File: config.mk
export PLATFORM = sky130hd
export DESIGN_NAME = progmem_arbiter
export DESIGN_NICKNAME = d
export VERILOG_FILES = /design/src/rtl/progmem_arbiter.sv
export SDC_FILE = /design/constraint.sdc
export NUM_CORES = 1
export LEC_CHECK = 0
export ABC_CLOCK_PERIOD_IN_PS = 7950
export BUFFER_PORTS_ARGS = -buffer_cell sky130_fd_sc_hd__buf_4
export CAP_MARGIN = 0
export CORE_MARGIN = 2
export CORE_UTILIZATION = 41
export DETAILED_ROUTE_END_ITERATION = 10
export MAX_ROUTING_LAYER = met4
export PLACE_DENSITY = 0.88
export SETUP_SLACK_MARGIN = 0.02
export SLEW_MARGIN = 20
export SYNTH_ARGS = -nofsm -noshare
export SYNTH_HDL_FRONTEND = slang
export SYNTH_SLANG_ARGS = --single-unit
File: constraint.sdc
create_clock -name clk -period 7.95 [get_ports clk]
set_input_delay 0.3975 -clock clk [delete_from_list [all_inputs] [get_ports clk]]
set_output_delay 0.3975 -clock clk [all_outputs]
set_load 0.005 [all_outputs]
File: src/rtl/progmem_arbiter.sv
// progmem_arbiter: round-robin sharing of one synchronous-read program memory among cores
`ifndef INST_ADDR_W
`define INST_ADDR_W 12
`endif
`ifndef INST_W
`define INST_W 32
`endif
module progmem_arbiter #(
   parameter int N_CORES = 4,
   parameter int ADDR_W  = `INST_ADDR_W,
   parameter int DATA_W  = `INST_W
) (
   input  logic                      clk,
   input  logic                      rst,
   input  logic [N_CORES-1:0]        cfg_mask,
   input  logic [N_CORES-1:0]        req,
   input  logic [N_CORES*ADDR_W-1:0] req_addr,
   output logic [N_CORES-1:0]        gnt,
   output logic                      mem_en,
   output logic [ADDR_W-1:0]         mem_addr,
   input  logic [DATA_W-1:0]         mem_rdata,
   output logic [N_CORES-1:0]        rsp_valid,
   output logic [DATA_W-1:0]         rsp_data
);
   localparam int PW = (N_CORES > 1) ? $clog2(N_CORES) : 1;
   logic [PW-1:0]      ptr_q, ptr_d;
   logic [N_CORES-1:0] rsp_q;
   // Walk the cores starting at ptr with wrap; first eligible one wins, nothing granted in reset
   always_comb begin
      logic [PW:0]   sum;
      logic [PW-1:0] idx;
      logic          found;
      gnt   = '0;
      ptr_d = ptr_q;
      found = 1'b0;
      sum   = '0;
      idx   = '0;
      for (int k = 0; k < N_CORES; k++) begin
         sum = {1'b0, ptr_q} + (PW+1)'(k);
         idx = (sum >= (PW+1)'(N_CORES)) ? PW'(sum - (PW+1)'(N_CORES)) : sum[PW-1:0];
         if (!rst && !found && req[idx] && cfg_mask[idx]) begin
            found    = 1'b1;
            gnt[idx] = 1'b1;
            ptr_d    = (idx == PW'(N_CORES-1)) ? '0 : idx + 1'b1;
         end
      end
   end
   // Route the granted core's address to the memory; zero when idle
   always_comb begin
      mem_addr = '0;
      for (int i = 0; i < N_CORES; i++)
         mem_addr = mem_addr | (gnt[i] ? req_addr[i*ADDR_W +: ADDR_W] : '0);
   end
   // Advance priority past the winner and remember who gets next cycle's read data
   always_ff @(posedge clk) begin
      if (rst) begin
         ptr_q <= '0;
         rsp_q <= '0;
      end else begin
         ptr_q <= ptr_d;
         rsp_q <= gnt;
      end
   end
   assign mem_en    = |gnt;
   assign rsp_valid = rsp_q;
   assign rsp_data  = mem_rdata;
endmodule

# Yosys cells after proc, flatten, opt, wreduce, memory -nomap -nowiden
# Cells that the tools add are included.
[classes] n_addsub=11 order_cmp=12 n_eq_ne=4 muxes=47 bitwise_logic=6 n_reduce_logical=21
[op_table] cell="12-bit 2-to-1 mux" count=4
[op_table] cell="12-bit OR" count=3
[op_table] cell="2-bit 2-to-1 mux" count=12
[op_table] cell="1-bit binary-select mux with 2-bit select" count=8
[op_table] cell="4-bit 2-to-1 mux" count=4
[op_table] cell="1-bit logical AND" count=15
[op_table] cell="1-bit 2-to-1 mux" count=15
[op_table] cell="2-bit by 3-bit < comparator with 1-bit output (second input constant)" count=4
[op_table] cell="4-bit OR" count=3
[op_table] cell="3-bit >= comparator (second input constant)" count=3
[op_table] cell="2-bit by 1-bit adder with 2-bit output (second input constant)" count=4
[op_table] cell="1-bit demux with 2-bit select" count=4
[op_table] cell="2-bit equality test (second input constant)" count=4
[op_table] cell="2-bit by 1-bit >= comparator with 1-bit output (second input constant)" count=4
[op_table] cell="2-bit by 1-bit subtractor with 2-bit output (second input constant)" count=4
[op_table] cell="2-bit by 2-bit adder with 3-bit output (second input constant)" count=2
[op_table] cell="1-bit logical NOT" count=4
[op_table] cell="4-bit nonzero test" count=1
[op_table] cell="4-bit OR reduction" count=1
[op_table] cell="2-bit by 1-bit adder with 3-bit output (second input constant)" count=1
[op_table] cell="2-bit by 3-bit >= comparator with 1-bit output (second input constant)" count=1
[totals] reg_bits=6 input_bits=90 out_inout_bits=53 elab_cells=103

# Depth between registers and ports, before layout
[depth] ltp_word=26 mapped_depth=10 mapped_depth_nobuf=8

# Worst setup path before layout
# Ideal clock, no wire load.
[synth_path] kind="register to output" start="register ptr_q[1]" end="output mem_en" t_arrival_ps=2499 t_required_ps=7553 setup_slack_ps=5053 stages_incl_launch_ff=10 path_buffers=1 path_cell_list="dfxtp_1 > inv_1 > ha_1 > buf_4 > and3b_1 > mux2i_1 > o32a_2 > o221ai_2 > or2_1 > or4b_1"
[synth_via] elab_chain_cells=23 word_cells_on_any_way=76 classes_between="add/sub: 7; order compare: 12; mux: 35; bitwise: 3; reduce/logical: 19"
[synth_rtl] item="start, declared" line="26" rtl="logic [PW-1:0] ptr_q, ptr_d;"
[synth_rtl] item="start signal, assigned" line="60" rtl="ptr_q <= ptr_d;"
[synth_rtl] item="branches (longest 21 deep; another with 2-bit by 1-bit adder with 3-bit output)"
[synth_rtl] item="4-bit 2-to-1 mux (*)" line="41" rtl="if (!rst && !found && req[idx] && cfg_mask[idx]) begin"
[synth_rtl] item="named net gnt[0]" line="18" rtl="output logic [N_CORES-1:0] gnt,"
[synth_rtl] item="4-bit OR reduction (*)" line="64" rtl="assign mem_en = |gnt;"
[synth_rtl] item="end, declared" line="19" rtl="output logic mem_en,"
# Mark *: on every way through the listed nets, which the timed path passes. The select of a mux whose other input is x is not followed.

# Final worst setup path
[layout_path] start="register ptr_q[0]" end="output mem_en"
[layout_via] elab_chain_cells=23 word_cells_on_any_way=76 classes_between="add/sub: 7; order compare: 12; mux: 35; bitwise: 3; reduce/logical: 19"
[layout_rtl] item="branches (longest 21 deep; another with 2-bit by 1-bit adder with 3-bit output)"
[layout_rtl] item="4-bit 2-to-1 mux (*)" line="41"
[layout_rtl] item="4-bit OR reduction (*)" line="64"
# Mark *: on every way between the ends. The select of a mux whose other input is x is not followed.

==> key figures <==
Outcome
  – Status: complete, no violations

Pwr
  – Logic pwr share: 0.736
  – Switching portion of total power: 0.435
  – Int Power: ~0.21 mW
  – Net Sw Power: 0.161 mW
  – Maximum vdd drop: about 0.000057 V
  – Pwr/cell area: roughly 190 mW/mm^2
  – Clk pwr share: 0.126
  – Standby leakage power: 0.855 nW
  – Total power: 0.370 mW
  – Share of power burned in registers: 0.138

Timing
  – Tmin final: 4220 ps
  – Period utilization: 0.530
  – Worst-Margin Slew: 1090 ps
  – F_max: 237 MHz
  – Clock Skew: 4.09 ps
  – Max-slew violations: 0
  – RSZ-0062 raised after global routing: no
  – Worst rel slew slack: 0.270
  – Hold slack: around 600 ps
  – Final setup vio count: 0
  – Setup TNS: 0 ps
  – Fin. Hold Viols: 0

GRT
  – Largest net degree at the start of global routing: 40
  – First-pass GRT wire length: around 7000 microns
  – Initial antenna violation count: 0
  – Vias in the first global route: between 1,500 and 2,000
  – Congestion Overflow GR: 0
  – GRT Util Overall: 0.211

Placement
  – GPL Wtd Cong: roughly 0.88
  – HPWL after DPL: 3300 microns
  – PortBufs: 78

Synth
  – Number of flops mapped to enable cells by yosys: 0
  – Unique masters post-synth: 47
  – Yosys warns: 0
  – Async set-reset flop share out of synthesis: 0
  – Most common cell in the synthesized netlist: o21ai_0
  – Number of synthesized register bits: 6
  – Ranking of synthesized cells by area: buf_4 16%, o21ai_0 12%, dfxtp_1 7.8%
  – Post-synth top flop: dfxtp_1
  – Mapped Avg Cell Area: approximately 7.5 sq um
  – Net Count, Synth: 301
  – Mapped Area: approximately 0.0015 sq mm
  – Top post-synthesis cells by count: 38 x o21ai_0, 33 x buf_4, 14 x nand3b_1, 14 x nand4_1, 14 x nor2b_1
  – Post-synth top area share: 0.162
  – Gate Count Post-Synth: about 210
  – Leading area contributor after synthesis: buf_4
  – Seq/Total Area, Yosys: 0.0784

Setup path
  – Startpoint Class: flip-flop
  – Worst reg2reg path startpoint: ptr_q[0]
  – Arrival @ worst endpoint: 3820 ps
  – RR Endpoint: rsp_valid[1]
  – Cell Chain, Critical Path: inv_1 -> ha_1 -> nand4bb_1 -> nand4_4 -> nand2b_4 -> o221ai_1 -> o21bai_1 -> or4b_1 -> buf_4
  – Reg2Reg Setup Slack: approximately 4600 ps
  – Worst setup EP type: output port
  – Reg2reg path depth: 8
  – Largest stage delay, worst path: 670 ps
  – Slowest stage cell, crit path: dfxtp_1
  – Critical path peak fanout: 18
  – WP data required: 7550 ps
  – Crit path kind: reg -> out

Worst hold path
  – Hold path endpoint: ptr_q[0]
  – HP Start: rst
  – WHS Path Cells: 2
  – Hold Crit Class: in -> reg

Job
  – Max Cap Viol: 0

Clock network
  – Clock slew at reported path FFs: 40 ps
  – Num Clock Sinks: 6
  – Worst-skew pair later-pin latency: 230 ps
  – Root Buffer: clkbuf_8
  – Post_cts resized: 0
  – Cts bufs inserted: 3
  – H-tree Lvls: 1
  – CTS tree: built
  – Setup Buffers After CTS: 0
  – Max Buffers Root-to-Sink: 2
  – Hold-fix buffers at CTS: 0

Layout
  – Area Growth Syn to Fin: 26.0%
  – Fin util: 0.532
  – Antenna diode count: 0
  – Share of cells above drive strength 1: 0.402
  – Layout Nets: 339

Floorplanning
  – CORE AREA: 0.00363 sq mm
  – Initial Util: 0.422
  – # rows: 22
  – Area of the die: ~0.0042 sq mm
  – DIE HEIGHT: around 65 microns
  – Die W: 65.1 microns
  – Io pins: 143

Routing
  – Drt via density: around 5.7
  – Via count: roughly 1,700
  – DR DRC count: 0
  – Post-DRT Antenna Nets: 0
  – Iter 0 DRT Violations: 108
  – Initial DRT Pass Iterations: 4
  – Wire length per cell: between 15 and 20 microns
  – Final wirelength: 4480 microns
[sequential cells by signal, summed over array words and instances (netlist names)]
register   cells
rsp_valid      4
ptr_q          2
[cell type report]
cell class,count,area [sq um]
fillers,354,1700
multi-input cells,146,1090
repair buffers,78,586
flip-flops and latches,6,120
well taps,48,60.1
clock buffers,3,41.3
inverters,8,30.0
[kinds of logic (layout without fill, tap and decap cells)]
family / after synthesis / after routing / synth area share
compound gates: 57 / 57 / 0.242
simple gates: 77 / 77 / 0.376
fa+ha+maj: 6 / 6 / 0.0490
buf+inv: 53 / 89 / 0.216
mux: 4 / 4 / 0.0261
flops: 6 / 6 / 0.0784
xor+xnor: 2 / 2 / 0.0114
[metrics by stage]
stage,instance area [sq um],cells,setup WS [ps]
detailed placement,1880,286,4070
global route,1930,289,3410
finish,1930,289,3730
global placement,1880,286,4220
floorplan,1530,205,5050
CTS,1920,289,3820
[routing by layer]
metal	up-vias	wire (microns)	global-route usage
met5	-	0	-
met4	0	102	0.115
met3	15	271	0.0291
met2	61	2210	0.327
met1	777	1890	0.267
li1	798	-	-
[power by group through the flow]
stage | clock network [mW] | logic, mW | registers [mW]
finish | 0.0466 | 0.272 | 0.0510
global route | 0.0476 | 0.297 | 0.0524
CTS | 0.0469 | 0.268 | 0.0507
detailed placement | 0 | 0.267 | 0.0510
global placement | 0 | 0.263 | 0.0505
floorplan | 0 | 0.179 | 0.0466
[worst max-delay path, delay by kind of cell (launching register included)]
family	cells	cell delay, ps
simple gates	4	1090
compound gates	2	820
flops	1	670
fa+ha+maj	1	530
buf+inv	2	450
[worst max path at each step]
stage / to / from / depth (start not counted) / slack, ps
4_1_cts: mem_en / ptr_q[0] / 9 / 3820
5_1_grt: mem_en / ptr_q[0] / 9 / 3410
3_3_place_gp: mem_en / ptr_q[0] / 9 / 4220
3_5_place_dp: mem_en / ptr_q[0] / 9 / 4070
6_report: mem_en / ptr_q[0] / 9 / 3730
2_1_floorplan: mem_en / ptr_q[1] / 9 / 5050
[layout by cell type (no fill, tap or decap), types with 2 or more instances in the layout]
master / count
nor3_2: 2
or2_1: 3
clkbuf_8: 3
dfxtp_1: 6
nand2b_1: 2
o22ai_1: 2
nand4bb_1: 2
nand4b_1: 5
xnor2_1: 2
ha_1: 6
nand4_1: 14
o21ai_0: 38
mux2i_1: 4
nand3b_1: 14
a41oi_1: 2
nor2b_1: 14
or2_2: 2
a21oi_1: 2
nor4b_4: 2
nand2_1: 6
inv_1: 8
buf_4: 78
o221ai_2: 3
a211o_1: 2
(Power assumes the default switching activity.)
